--- src/rtl/cpu_dram_port_if.sv ---
// Bus bundle between the CPU/video requesters, the phase generator and the
// DRAM controller. The slave view belongs to cpu_dram_port itself.
interface cpu_dram_port_if;
  logic        c0;
  logic        c1;
  logic        c2;
  logic        c3;
  logic        cpu_req;
  logic        cpu_rnw;
  logic [20:0] cpu_addr;
  logic        cpu_wrbsel;
  logic [7:0]  cpu_wrdata;
  logic        vid_req;
  logic [20:0] vid_addr;
  logic        cpu_next;
  logic        cpu_strobe;
  logic        cpu_latch;
  logic [15:0] cpu_rddata;
  logic        vid_strobe;
  logic        dram_req;
  logic        dram_rnw;
  logic [20:0] dram_addr;
  logic [1:0]  dram_bsel;
  logic [15:0] dram_wrdata;
  logic        dram_rdvalid;
  logic [15:0] dram_rdata;

  modport slave (
    input  c0, c1, c2, c3,
    input  cpu_req, cpu_rnw, cpu_addr, cpu_wrbsel, cpu_wrdata,
    input  vid_req, vid_addr,
    output cpu_next, cpu_strobe, cpu_latch, cpu_rddata, vid_strobe,
    output dram_req, dram_rnw, dram_addr, dram_bsel, dram_wrdata,
    input  dram_rdvalid, dram_rdata
  );

  modport master (
    output c0, c1, c2, c3,
    output cpu_req, cpu_rnw, cpu_addr, cpu_wrbsel, cpu_wrdata,
    output vid_req, vid_addr,
    input  cpu_next, cpu_strobe, cpu_latch, cpu_rddata, vid_strobe,
    input  dram_req, dram_rnw, dram_addr, dram_bsel, dram_wrdata,
    output dram_rdvalid, dram_rdata
  );
endinterface

--- src/rtl/cpu_dram_port.sv ---
// DRAM port arbiter shared by CPU and video. One DRAM cycle per c0..c3
// rotation; ownership of the next cycle is decided at c3. Video has priority
// until the CPU has lost STARVE_MAX arbitrations in a row. A CPU read whose
// data is late parks the port in WAIT until the data shows up.
module cpu_dram_port #(
  parameter int unsigned STARVE_MAX = 3
) (
  input logic           clk,
  input logic           rst,
  cpu_dram_port_if.slave bus
);

  localparam logic [1:0] SMAX = STARVE_MAX[1:0];

  typedef enum logic [1:0] {IDLE, CPU, VID, WAIT} owner_t;

  owner_t      state, state_nxt;
  logic [1:0]  starve_cnt, starve_nxt;
  logic        grant_cpu, grant_vid;
  logic        arb_phase;
  logic        cpu_next_w;
  logic        cyc_active;
  logic        cpu_rd_cycle;
  logic        got_rd;
  logic        wait_strobe;
  logic        latch_q;
  logic        cpu_strobe_w;
  logic        dram_req_q;
  logic        dram_rnw_q;
  logic [20:0] dram_addr_q;
  logic [1:0]  dram_bsel_q;
  logic [15:0] dram_wrdata_q;
  logic [15:0] rddata_q;

  // Arbitrate only on a clean c3; an overlapping (non one-hot) strobe is ignored.
  assign arb_phase    = bus.c3 & ~(bus.c0 | bus.c1 | bus.c2);
  assign cpu_next_w   = (state != WAIT) && (!bus.vid_req || (starve_cnt >= SMAX));
  assign cyc_active   = (state == CPU) || (state == VID);
  assign cpu_rd_cycle = (state == CPU) && dram_rnw_q;

  // Next owner, grant decode and starvation counter update
  always_comb begin
    state_nxt  = state;
    starve_nxt = starve_cnt;
    grant_cpu  = 1'b0;
    grant_vid  = 1'b0;
    if (state == WAIT) begin
      if (bus.dram_rdvalid) state_nxt = IDLE;
    end else if (arb_phase) begin
      if (cpu_rd_cycle && !got_rd && !bus.dram_rdvalid) begin
        state_nxt = WAIT;
      end else if (bus.vid_req && (starve_cnt < SMAX)) begin
        grant_vid = 1'b1;
        state_nxt = VID;
      end else if (bus.cpu_req && cpu_next_w) begin
        grant_cpu = 1'b1;
        state_nxt = CPU;
      end else if (bus.vid_req) begin
        grant_vid = 1'b1;
        state_nxt = VID;
      end else begin
        state_nxt = IDLE;
      end
    end
    if (arb_phase) begin
      if (grant_cpu || !bus.cpu_req) starve_nxt = '0;
      else if (grant_vid && (starve_cnt < SMAX)) starve_nxt = starve_cnt + 2'd1;
    end
  end

  // Owner state and starvation counter registers
  always_ff @(posedge clk or posedge rst) begin
    if (rst) begin
      state      <= IDLE;
      starve_cnt <= '0;
    end else begin
      state      <= state_nxt;
      starve_cnt <= starve_nxt;
    end
  end

  // Latch the access parameters at grant; dram_req is high for the c0 that follows
  always_ff @(posedge clk or posedge rst) begin
    if (rst) begin
      dram_req_q    <= 1'b0;
      dram_rnw_q    <= 1'b1;
      dram_addr_q   <= '0;
      dram_bsel_q   <= '0;
      dram_wrdata_q <= '0;
    end else begin
      dram_req_q <= grant_cpu | grant_vid;
      if (grant_vid) begin
        dram_rnw_q  <= 1'b1;
        dram_addr_q <= bus.vid_addr;
        dram_bsel_q <= '0;
      end else if (grant_cpu) begin
        dram_rnw_q    <= bus.cpu_rnw;
        dram_addr_q   <= bus.cpu_addr;
        dram_bsel_q   <= bus.cpu_rnw ? 2'b00 : (bus.cpu_wrbsel ? 2'b10 : 2'b01);
        dram_wrdata_q <= {bus.cpu_wrdata, bus.cpu_wrdata};
      end
    end
  end

  // Read return tracking: first rdvalid of an owned cycle wins, extras are dropped
  always_ff @(posedge clk or posedge rst) begin
    if (rst) begin
      got_rd      <= 1'b0;
      wait_strobe <= 1'b0;
      latch_q     <= 1'b0;
      rddata_q    <= '0;
    end else begin
      if (arb_phase) got_rd <= 1'b0;
      else if (bus.dram_rdvalid && cyc_active) got_rd <= 1'b1;
      wait_strobe <= (state == WAIT) && bus.dram_rdvalid;
      latch_q     <= cpu_strobe_w;
      if (bus.dram_rdvalid && ((cpu_rd_cycle && !got_rd) || (state == WAIT)))
        rddata_q <= bus.dram_rdata;
    end
  end

  // On-time data strobes at c3 (data may land in that same clk); late data strobes one clk after rdvalid
  assign cpu_strobe_w = (cpu_rd_cycle && arb_phase && (got_rd || bus.dram_rdvalid)) || wait_strobe;

  assign bus.cpu_next    = cpu_next_w;
  assign bus.cpu_strobe  = cpu_strobe_w;
  assign bus.cpu_latch   = cpu_strobe_w | latch_q;
  assign bus.cpu_rddata  = rddata_q;
  assign bus.vid_strobe  = (state == VID) && bus.dram_rdvalid && !got_rd;
  assign bus.dram_req    = dram_req_q;
  assign bus.dram_rnw    = dram_rnw_q;
  assign bus.dram_addr   = dram_addr_q;
  assign bus.dram_bsel   = dram_bsel_q;
  assign bus.dram_wrdata = dram_wrdata_q;

endmodule

--- src/flat_wrapper.sv ---
// flat-port wrapper written by rule: the top's interface ports become plain ports
module cpu_dram_port_flat 
#(
  parameter int unsigned STARVE_MAX = 3
)
  (clk, rst, bus_c0, bus_c1, bus_c2, bus_c3, bus_cpu_req, bus_cpu_rnw, bus_cpu_addr, bus_cpu_wrbsel, bus_cpu_wrdata, bus_vid_req, bus_vid_addr, bus_cpu_next, bus_cpu_strobe, bus_cpu_latch, bus_cpu_rddata, bus_vid_strobe, bus_dram_req, bus_dram_rnw, bus_dram_addr, bus_dram_bsel, bus_dram_wrdata, bus_dram_rdvalid, bus_dram_rdata);
  cpu_dram_port_if bus_i ();
  input logic clk;
  input logic rst;
  input wire logic [$bits(bus_i.c0)-1:0] bus_c0;
  input wire logic [$bits(bus_i.c1)-1:0] bus_c1;
  input wire logic [$bits(bus_i.c2)-1:0] bus_c2;
  input wire logic [$bits(bus_i.c3)-1:0] bus_c3;
  input wire logic [$bits(bus_i.cpu_req)-1:0] bus_cpu_req;
  input wire logic [$bits(bus_i.cpu_rnw)-1:0] bus_cpu_rnw;
  input wire logic [$bits(bus_i.cpu_addr)-1:0] bus_cpu_addr;
  input wire logic [$bits(bus_i.cpu_wrbsel)-1:0] bus_cpu_wrbsel;
  input wire logic [$bits(bus_i.cpu_wrdata)-1:0] bus_cpu_wrdata;
  input wire logic [$bits(bus_i.vid_req)-1:0] bus_vid_req;
  input wire logic [$bits(bus_i.vid_addr)-1:0] bus_vid_addr;
  output wire logic [$bits(bus_i.cpu_next)-1:0] bus_cpu_next;
  output wire logic [$bits(bus_i.cpu_strobe)-1:0] bus_cpu_strobe;
  output wire logic [$bits(bus_i.cpu_latch)-1:0] bus_cpu_latch;
  output wire logic [$bits(bus_i.cpu_rddata)-1:0] bus_cpu_rddata;
  output wire logic [$bits(bus_i.vid_strobe)-1:0] bus_vid_strobe;
  output wire logic [$bits(bus_i.dram_req)-1:0] bus_dram_req;
  output wire logic [$bits(bus_i.dram_rnw)-1:0] bus_dram_rnw;
  output wire logic [$bits(bus_i.dram_addr)-1:0] bus_dram_addr;
  output wire logic [$bits(bus_i.dram_bsel)-1:0] bus_dram_bsel;
  output wire logic [$bits(bus_i.dram_wrdata)-1:0] bus_dram_wrdata;
  input wire logic [$bits(bus_i.dram_rdvalid)-1:0] bus_dram_rdvalid;
  input wire logic [$bits(bus_i.dram_rdata)-1:0] bus_dram_rdata;
  assign bus_i.c0 = bus_c0;
  assign bus_i.c1 = bus_c1;
  assign bus_i.c2 = bus_c2;
  assign bus_i.c3 = bus_c3;
  assign bus_i.cpu_req = bus_cpu_req;
  assign bus_i.cpu_rnw = bus_cpu_rnw;
  assign bus_i.cpu_addr = bus_cpu_addr;
  assign bus_i.cpu_wrbsel = bus_cpu_wrbsel;
  assign bus_i.cpu_wrdata = bus_cpu_wrdata;
  assign bus_i.vid_req = bus_vid_req;
  assign bus_i.vid_addr = bus_vid_addr;
  assign bus_cpu_next = bus_i.cpu_next;
  assign bus_cpu_strobe = bus_i.cpu_strobe;
  assign bus_cpu_latch = bus_i.cpu_latch;
  assign bus_cpu_rddata = bus_i.cpu_rddata;
  assign bus_vid_strobe = bus_i.vid_strobe;
  assign bus_dram_req = bus_i.dram_req;
  assign bus_dram_rnw = bus_i.dram_rnw;
  assign bus_dram_addr = bus_i.dram_addr;
  assign bus_dram_bsel = bus_i.dram_bsel;
  assign bus_dram_wrdata = bus_i.dram_wrdata;
  assign bus_i.dram_rdvalid = bus_dram_rdvalid;
  assign bus_i.dram_rdata = bus_dram_rdata;
  cpu_dram_port #(.STARVE_MAX(STARVE_MAX)) u_core (.clk(clk), .rst(rst), .bus(bus_i));
endmodule
--- config.mk ---
export PLATFORM = sky130hd
export DESIGN_NAME = cpu_dram_port_flat
export DESIGN_NICKNAME = d
export VERILOG_FILES = /design/src/rtl/cpu_dram_port_if.sv /design/src/rtl/cpu_dram_port.sv /design/src/flat_wrapper.sv
export SDC_FILE = /design/constraint.sdc
export NUM_CORES = 1
export LEC_CHECK = 0
export ABC_AREA = 1
export CAP_MARGIN = 20
export CORE_UTILIZATION = 43
export DETAILED_ROUTE_END_ITERATION = 12
export GPL_TIMING_DRIVEN = 0
export PLACE_DENSITY = 0.86
export SLEW_MARGIN = 20
export SYNTH_ARGS = -nofsm -noshare
export SYNTH_HDL_FRONTEND = slang
export SYNTH_SLANG_ARGS = --single-unit
--- constraint.sdc ---
create_clock -name clk -period 2.98 [get_ports clk]
set_input_delay 0.745 -clock clk [delete_from_list [all_inputs] [get_ports clk]]
set_output_delay 0.745 -clock clk [all_outputs]
set_load 0.03 [all_outputs]
==> results.md <==
* Outcome: complete, no violations
* Met2 wire len at 3650 um
* Syn. warnings at 0
* Post-Route M1 WL at 2870 um
* CTS Sinks at 56
* Slew @ Worst Pin at 0.684 ns
* Cell Area, Synth at 0.00267 sq mm
* Routed length per instance at 13.0 um
* Worst Setup Start Kind: input pin
* Antenna violation net count after detailed routing at 0
* Drt drc at 0
* GRT Resource Usage Total at 0.221
* Worst hold slack at 0.484 ns
* CTS root buffer: clkbuf_8
* Antenna diodes at 0
* Area of the multi-input gates at 912 sq um
* Number of flops mapped to enable cells by yosys at 0
* Synth unique cells at 27
* Flops & latches, synth at 56
* Crit-path max cell delay at 0.68 ns
* Leak at 2.10 nW
* Clock Pin Slew Worst Setup and Hold Paths at 0.09 ns
* DR vias at 2587
* Pre-antenna DRT Iters at 4
* Fin crit period at 2.85 ns
* Initial Utilization at 0.448
* Highest routed metal layer: met4
* Mapped Cells at 323
* Crit end category: output port
* FF/Latch Area at 0.00140 sq mm
* Die area at 0.00652 sq mm
* Max cap viols at 0
* Max stage delay cell, worst path: clkdlybuf4s50_1
* Mapped Nets at 404
* Top_reg_cell synth: dfrtp_1
* Critical Path, Cell by Cell: clkdlybuf4s50_1 > nand2_1 > nor2_1 > clkdlybuf4s50_1
* Fin util at 0.708
* Setup TNS at 0 ns
* Layout area overhead at 58.0%
* Pwr dens at 725 mW/mm^2
* Fill cells at 486
* Final setup vio count at 0
* Crit path required time at 2.24 ns
* Core Region at 0.00596 sq mm
* Antenna violations before repair at 0
* Vias in the first global route at 2447
* GP Congestion at 0.840
* Max frequency at 351 MHz
* CTS Hold Buffers Added at 0
* Slew headroom at 0.544
* DR WL met3 at 439 um
* Overflow after GRT at 0
* Final net count at 548
* Inserted Clock Buffers at 5
* Die height at 80.8 um
* Dpl hpwl at 5500 um
* Die width at 80.8 um
* RSZ-0062 raised after global routing: false
* Max-slew violation total from the final report at 0
* Worst skew pair latency at 0.31 ns
* Detailed Route WL at 7060 um
* Layout cell share with drive strength beyond 1 at 0.103
* Port-buffer cells at 137
* Register area share after synthesis at 0.526
* Async set-reset flop share out of synthesis at 1.00
* Setup CP Type: input pin to output port
* Number of vias per cell at 4.76
* TritonCTS clock tree: yes
* CP arrival at 2.10 ns
* CP bufs+invs at 2
* Hold Path Class: register to register
* Most used cell, CP: clkdlybuf4s50_1
* Floorplan row count at 28
* Syn Area/Cell at 8.26 sq um
* Clock buffer depth at 2
* Final Hold Fails at 0
* DRT iter0 DRCs at 80
* Final Cycle Share at 0.955
* Max IR drop VDD at 0.000713 V
* First-pass GRT wire length at 11100 um
* Io pins at 138
* Crit-path leading delay family: buffers and inverters
* CP max FO at 3
* Largest net degree at the start of global routing at 57
* H-tree level count at 2
* Final Skew at 0.0172 ns
[report_power, final]
group	switching [mW]	internal, mW
clock network	0.250	0.167
logic	0.842	0.654
registers	0.143	1.00
total	1.23	1.82
[final cells by class]
| class | instances | share of cell area |
|---|---|---|
| buffer | 20 | 0.0356 |
| clock buffer | 5 | 0.0163 |
| clock inverter | 3 | 0.00505 |
| inverter | 54 | 0.0487 |
| multi-input combinational | 193 | 0.216 |
| sequential | 56 | 0.333 |
| tap | 75 | 0.0223 |
| timing repair buffer | 137 | 0.323 |
[final timing paths]
check / cells after the start / to / start / slack [ns]
worst min register to register: 2 / u_core.bus.dram_addr[15] / u_core.bus.dram_addr[15] / 0.48
min in group asynchronous: 2 / u_core.bus.cpu_rddata[9] / rst / 0.88
max in group asynchronous: 2 / u_core.bus.dram_addr[15] / rst / 1.62
worst max-delay path: 4 / bus_vid_strobe / bus_dram_rdvalid / 0.13
worst max register to register: 8 / u_core.bus.dram_addr[10] / u_core.state[0] / 1.13
worst min-delay path: 2 / u_core.bus.dram_addr[15] / u_core.bus.dram_addr[15] / 0.48
[through the flow]
step                std cells  setup WS [ns]  total power, mW  area, sq um
floorplan                 323          0.607             1.96         2670
global placement          535         -0.264             2.62         4130
detailed placement        535         -0.299             2.67         4140
CTS                       543         0.0312             3.09         4230
global route              543         0.0873             3.24         4220
finish                    543          0.135             3.06         4220
[registers in the layout (all words and copies together), names as in the netlist, 2 cells and up]
signal	count
u_core.state	2
u_core.starve_cnt	2
u_core.bus.dram_addr	21
u_core.bus.cpu_rddata	16
u_core.bus.dram_bsel	2
u_core.bus.dram_wrdata	8
[synthesized netlist by cell type (2+ instances only)]
library cell	number	share of area
nand2_2	4	0.0094
a21oi_1	2	0.0038
o21ai_1	48	0.090
dfrtp_1	55	0.52
nor2_1	6	0.0084
o21ai_0	15	0.028
inv_2	7	0.0099
nand3_1	6	0.011
inv_1	47	0.066
ha_1	4	0.019
nor2_4	2	0.0084
buf_4	8	0.023
nand2_1	96	0.14
buf_2	6	0.011
buf_6	5	0.021
[repair_timing]
item,4_1_cts,5_1_grt
setup endpoints to repair,2,2
buffers inserted,0,0
gates resized for setup,4,4
[placed cells by master, fill, tap and decap left out, types with 6 or more instances in the layout]
cell type	count
clkdlybuf4s50_1	135
buf_4	8
o21ai_1	48
buf_2	7
nand3_1	6
nand2_1	96
o21ai_0	15
inv_2	7
nor2_1	6
inv_1	46
dfrtp_1	55
[worst register-to-register path, cell delays in order (launching register included)]
cell and delay (ns):
dfrtp_1 0.43, ha_1 0.25, inv_2 0.09, nand4_1 0.20, nor2_2 0.17, nand2_2 0.13, buf_2 0.22, o21ai_1 0.17
nand2_1 0.07
[cells by family after synthesis]
logic type	synth area share
fa+ha+maj	0.0188
compound gates	0.137
buf+inv	0.132
flops	0.526
simple gates	0.186
[routing by layer]
layer	GRT usage	vias to the layer above
met3	0.0472	8
met5	0	-
li1	-	1284
met4	0.0696	0
met2	0.410	89
met1	0.253	1206
(Power assumes the default switching activity.)
